===== src/rtl/shared_dff_pkg.sv =====
// ============================================================================
// Module      : shared_dff_pkg
// Description : Shared types and constants for the shared D-register arbiter.
// Revision    : 1.0 - initial release
// ============================================================================
`default_nettype none

package shared_dff_pkg;

    typedef enum logic [1:0] {
        IDLE  = 2'd0,
        WRITE = 2'd1,
        HOLD  = 2'd2
    } state_t;

    // Sized for the largest legal hold window (15).
    localparam int HOLD_CNT_W = $clog2(16);

    localparam logic Q_RST_BIT    = 1'b0;
    localparam logic QBAR_RST_BIT = 1'b1;

endpackage

`default_nettype wire


===== src/rtl/rr_arbiter.sv =====
// ============================================================================
// Module      : rr_arbiter
// Description : Combinational round-robin pick: first set request at or above
//               ptr, wrapping, as one-hot plus index.
// Revision    : 1.0 - initial release
// ============================================================================
`default_nettype none

module rr_arbiter #(
    parameter int N_REQ = 4,
    parameter int PTR_W = $clog2(N_REQ)
) (
    input  logic [N_REQ-1:0] req_i,
    input  logic [PTR_W-1:0] ptr_i,
    output logic [N_REQ-1:0] gnt_o,
    output logic [PTR_W-1:0] idx_o,
    output logic             valid_o
);

    logic [PTR_W-1:0] cand;

    always_comb begin
        gnt_o   = '0;
        idx_o   = '0;
        valid_o = 1'b0;
        cand    = '0;
        for (int k = 0; k < N_REQ; k++) begin
            cand = PTR_W'((int'(ptr_i) + k) % N_REQ);
            if (!valid_o && req_i[cand]) begin
                valid_o     = 1'b1;
                idx_o       = cand;
                gnt_o[cand] = 1'b1;
            end
        end
    end

endmodule

`default_nettype wire


===== src/rtl/shared_dff_arbiter.sv =====
// ============================================================================
// Module      : shared_dff_arbiter
// Description : Round-robin write sequencer for one shared WIDTH-bit register
//               with complementary outputs and a post-write hold window.
// Revision    : 1.0 - initial release
// ============================================================================
`default_nettype none

module shared_dff_arbiter
    import shared_dff_pkg::*;
#(
    parameter int N_REQ       = 4,
    parameter int WIDTH       = 8,
    parameter int HOLD_CYCLES = 2
) (
    input  logic                   clk,
    input  logic                   rstn,
    input  logic [N_REQ-1:0]       req_i,
    input  logic [N_REQ*WIDTH-1:0] wdata_i,
    output logic [N_REQ-1:0]       grant_o,
    output logic [WIDTH-1:0]       q_o,
    output logic [WIDTH-1:0]       q_bar_o,
    output logic                   busy_o
);

    localparam int PTR_W = $clog2(N_REQ);

    state_t                 state_q, state_d;
    logic [PTR_W-1:0]       ptr_q, ptr_d;
    logic [PTR_W-1:0]       widx_q, widx_d;
    logic [HOLD_CNT_W-1:0]  hold_q, hold_d;
    logic [N_REQ-1:0]       grant_q, grant_d;
    logic [WIDTH-1:0]       q_q, q_d;
    logic [WIDTH-1:0]       qbar_q, qbar_d;

    logic [N_REQ-1:0]       arb_gnt;
    logic [PTR_W-1:0]       arb_idx;
    logic                   arb_valid;
    logic [WIDTH-1:0]       wdata_slice [N_REQ];

    for (genvar g = 0; g < N_REQ; g++) begin : g_slice
        assign wdata_slice[g] = wdata_i[g*WIDTH +: WIDTH];
    end

    rr_arbiter #(
        .N_REQ (N_REQ),
        .PTR_W (PTR_W)
    ) u_rr_arbiter (
        .req_i   (req_i),
        .ptr_i   (ptr_q),
        .gnt_o   (arb_gnt),
        .idx_o   (arb_idx),
        .valid_o (arb_valid)
    );

    always_comb begin
        state_d = state_q;
        ptr_d   = ptr_q;
        widx_d  = widx_q;
        hold_d  = hold_q;
        grant_d = '0;
        q_d     = q_q;
        qbar_d  = qbar_q;
        case (state_q)
            IDLE: begin
                if (arb_valid) begin
                    grant_d = arb_gnt;
                    widx_d  = arb_idx;
                    ptr_d   = (arb_idx == PTR_W'(N_REQ - 1)) ? '0 : arb_idx + 1'b1;
                    state_d = WRITE;
                end
            end
            WRITE: begin
                // Commit regardless of whether the winner still requests.
                q_d    = wdata_slice[widx_q];
                qbar_d = ~wdata_slice[widx_q];
                if (HOLD_CYCLES > 0) begin
                    state_d = HOLD;
                    hold_d  = HOLD_CNT_W'(HOLD_CYCLES - 1);
                end else begin
                    state_d = IDLE;
                end
            end
            HOLD: begin
                if (hold_q == '0) begin
                    state_d = IDLE;
                end else begin
                    hold_d = hold_q - 1'b1;
                end
            end
            default: begin
                state_d = IDLE;
            end
        endcase
    end

    always_ff @(posedge clk) begin
        if (!rstn) begin
            state_q <= IDLE;
            ptr_q   <= '0;
            widx_q  <= '0;
            hold_q  <= '0;
            grant_q <= '0;
            q_q     <= {WIDTH{Q_RST_BIT}};
            qbar_q  <= {WIDTH{QBAR_RST_BIT}};
        end else begin
            state_q <= state_d;
            ptr_q   <= ptr_d;
            widx_q  <= widx_d;
            hold_q  <= hold_d;
            grant_q <= grant_d;
            q_q     <= q_d;
            qbar_q  <= qbar_d;
        end
    end

    assign grant_o = grant_q;
    assign q_o     = q_q;
    assign q_bar_o = qbar_q;
    assign busy_o  = (state_q != IDLE);

    a_qbar_complement : assert property (@(posedge clk) disable iff (!rstn)
        q_bar_o == ~q_o);

    a_grant_onehot0 : assert property (@(posedge clk) disable iff (!rstn)
        $onehot0(grant_o));

    a_grant_had_req : assert property (@(posedge clk) disable iff (!rstn)
        (grant_o & ~$past(req_i)) == '0);

    a_grant_not_back_to_back : assert property (@(posedge clk) disable iff (!rstn)
        (|grant_o) |=> (grant_o == '0));

    a_no_grant_in_hold : assert property (@(posedge clk) disable iff (!rstn)
        (state_q == HOLD) |-> (grant_o == '0));

endmodule

`default_nettype wire

===== config.mk =====
export PLATFORM = sky130hd
export DESIGN_NAME = shared_dff_arbiter
export DESIGN_NICKNAME = d
export VERILOG_FILES = /design/src/rtl/shared_dff_pkg.sv /design/src/rtl/rr_arbiter.sv /design/src/rtl/shared_dff_arbiter.sv
export SDC_FILE = /design/constraint.sdc
export NUM_CORES = 1
export LEC_CHECK = 0
export CORE_MARGIN = 4
export CORE_UTILIZATION = 49
export DETAILED_ROUTE_END_ITERATION = 7
export PLACE_DENSITY = 0.86
export SLEW_MARGIN = 25
export SYNTH_ARGS = -nofsm -noshare
export SYNTH_HDL_FRONTEND = slang
export SYNTH_SLANG_ARGS = --single-unit

===== constraint.sdc =====
create_clock -name clk -period 4.4 [get_ports clk]
set_input_delay 0.44 -clock clk [delete_from_list [all_inputs] [get_ports clk]]
set_output_delay 0.44 -clock clk [all_outputs]
set_load 0.02 [all_outputs]

==> metrics.txt <==
status finished, final reports clean; worst IR drop on VDD roughly 0.26 mV; Startpoint Class flip-flop; Post-Synthesis Cells 180; htree depth 2; total global routing overflow 0; Detailed Route WL approximately 4.1 mm; PD cells a little over 500 nW/um2; period utilization 67.1%; RSZ-0062 raised after global routing false; slew margin rel. 45.2%; pin count of the biggest net entering global routing 27; clock root buffer clkbuf_4; starting DRC count in detailed routing 114; Final Cell Area about 2400 um2; crit-path most repeated cell ha_1; Hold Worst Slack approximately 0.49 ns; Total GRT Usage 19.0%; slowest stage delay, CP ~0.69 ns; Slew @ Worst Pin between 0.8 and 0.9 ns; share of post-route cells with drive strength above 1 11.0%; Crit Path Class reg -> reg; CTS tree built; Hold Violations, Final 0; number of I/O pins 59; routed vias 1531; WP buf/inv 1; NumNets Final 280; Wirelength per Cell 14.6 um; Setup Buffers After CTS 0; Finished Layout Cells about 280; fin. max-slew vios 0; Core ar. around 3400 um2; number of synthesized register bits 30; vias per cell between 5 and 6; Final Skew 0.00596 ns; initial antenna violation count 0; Clock Sink Count 30; CP max-delay cell dfxtp_1; crit-path cells inv_1 -> ha_1 -> mux4_2 -> nor4b_4 -> a31oi_1 -> nor2_1 -> ha_1 -> mux2i_1 -> nor2b_1; Max Cap Viol 0; total power 0.00121 W; Worst Path Arrival approximately 3.2 ns; Hold WC Path Type reg -> reg; Placer Congestion a little over 0.8; Synth Warn # 0; Worst Path Required 4.63 ns; DRC viols 0; Leak between 0.9 and 1 nW; top cell type's share of synthesized area between 30% and 40%; Port Buf Inserts 58; PostCTS Resize Cnt 0; DIE AREA ~4600 um2; Post-Syn Area around 1800 um2; setup TNS 0 ns; clock latency on the worst-skew pair between 0.3 and 0.4 ns; Die Y approximately 68 um; Mean Syn Cell Area a little under 10 um2; multi-input logic area around 1100 um2; crit-path leading delay family flip-flops; f_max about 0.34 GHz; Post-DRT Antenna Nets 0; sequential cell area about 600 um2; drt pass-1 iters 6; HPWL Detailed 3.08 mm; DIE WIDTH just under 70 um; ANT cells 0; Starting Density around 52%; crit path time final ~3.0 ns; setup violators final 0; CTS Hold Bufs 0; sequential area share after synthesis about a third; Clock Path Buffers 2; distinct cell type count after synthesis 37; Row Count 21; clock buffer count from CTS 5; Yosys top cell by area dfxtp_1; vias in the first global route around 1400; placed instance area about 2300 um2; critical path fanouts, max 14; Synth Net Count ~230; element type at the critical path end flip-flop; synth top area cells dfxtp_1, mux4_2, and2_1; Fill cells 247; Inst Count DP about 270; first-pass GRT wire length around 6.6 mm; Worst-path clk slew 0.10 ns; Area growth syn-to-layout 37.1%
power breakdown:
group / switching, W / leakage (nW) / internal [W]
combinational: 0.000290 / 0.622 / 0.000331
sequential: 0.0000828 / 0.246 / 0.000337
clock: 0.0000958 / 0.0353 / 0.0000773
total: 0.000468 / 0.904 / 0.000745
path summary, 6_finish.rpt:
check        endpoint  slack (ns)  cells after the start  startpoint
max          ptr_q[1]        1.45                      9    ptr_q[0]
min            q_o[7]        0.49                      2      q_o[7]
max reg2reg  ptr_q[1]        1.45                      9    ptr_q[0]
min reg2reg    q_o[7]        0.49                      2      q_o[7]
logic make-up after synthesis:
| logic type | after synthesis | synth area share, % |
|---|---|---|
| AOI/OAI and AO/OA | 45 | 17.6 |
| adders and majority gates | 7 | 4.98 |
| buffers and inverters | 17 | 4.20 |
| DFF | 30 | 34.1 |
| muxes | 17 | 18.3 |
| and+or+nand+nor | 64 | 20.8 |
worst reg2reg max path, delay by kind of cell (launching register included):
kind	cells	cell delay, ns
AO/OA/AOI/OAI	1	0.11
multiplexers	2	0.61
flip-flops	1	0.69
buffers and inverters	1	0.17
AND/OR/NAND/NOR	3	0.62
adder cells (fa/ha/maj)	2	0.65
cells in the mapped netlist:
| cell type | number |
|---|---|
| dfxtp_1 | 30 |
| and2_1 | 16 |
| nor2_1 | 15 |
| mux4_2 | 12 |
| o21ai_0 | 11 |
| nand2_1 | 10 |
| nor2b_1 | 8 |
| o21a_1 | 8 |
| clkbuf_1 | 7 |
| ha_1 | 7 |
| a21o_1 | 6 |
| a21oi_1 | 6 |
| inv_1 | 6 |
| nand3b_1 | 6 |
| a22oi_1 | 4 |
| mux2i_1 | 4 |
| a31oi_1 | 2 |
| buf_2 | 2 |
| nand2b_1 | 2 |
| a211o_1 | 1 |
| a211oi_1 | 1 |
| a21boi_0 | 1 |
| a41o_1 | 1 |
| and3b_1 | 1 |
| buf_6 | 1 |
| inv_2 | 1 |
| mux2_2 | 1 |
| nand2_2 | 1 |
| nor3_1 | 1 |
| nor4_1 | 1 |
| nor4b_4 | 1 |
| o211ai_1 | 1 |
| o21ai_1 | 1 |
| o32ai_1 | 1 |
| o41a_4 | 1 |
| or3_1 | 1 |
| or3b_2 | 1 |
cell type report:
| type | instances | share of cell area [%] |
|---|---|---|
| Multi-Input combinational cell | 133 | 45.1 |
| Sequential cell | 30 | 24.9 |
| Timing Repair Buffer | 58 | 24.1 |
| Tap cell | 46 | 2.39 |
| Clock buffer | 7 | 2.28 |
| Inverter | 7 | 1.09 |
| Clock inverter | 1 | 0.207 |
stage by stage:
step / setup WS (ns) / util [%]
3_5_place_dp: 1.47 / 69.3
2_1_floorplan: 1.87 / -
6_report: 1.45 / 71.2
3_3_place_gp: 1.59 / 69.3
4_1_cts: 1.46 / 71.1
5_1_grt: 1.21 / 71.2
sequential cells by signal, indices dropped and copies added (netlist names):
name / flops
state_q: 2
q_bar_o: 8
ptr_q: 2
grant_o: 4
widx_q: 2
hold_q: 4
q_o: 8
layer usage:
metal	up-vias	track usage (%)	wire length (um)
met5	-	0	0
met4	0	6.20	57
met3	8	5.42	236
met2	48	31.5	2090
met1	720	23.6	1730
li1	755	-	-
cells in the final DEF (no fill, tap or decap), types with 2 or more instances in the layout:
master,count
clkdlybuf4s50_1,58
o21ai_0,11
mux4_2,12
o21a_1,8
mux2i_1,4
and2_1,16
clkbuf_4,5
a31oi_1,2
a22oi_1,4
ha_1,7
nand2_1,10
nor2b_1,7
a21oi_1,6
dfxtp_1,30
nor2_1,15
inv_1,6
nand2b_1,2
nand3b_1,6
a21o_1,6
Note: power is estimated with default switching activity, not from simulation.
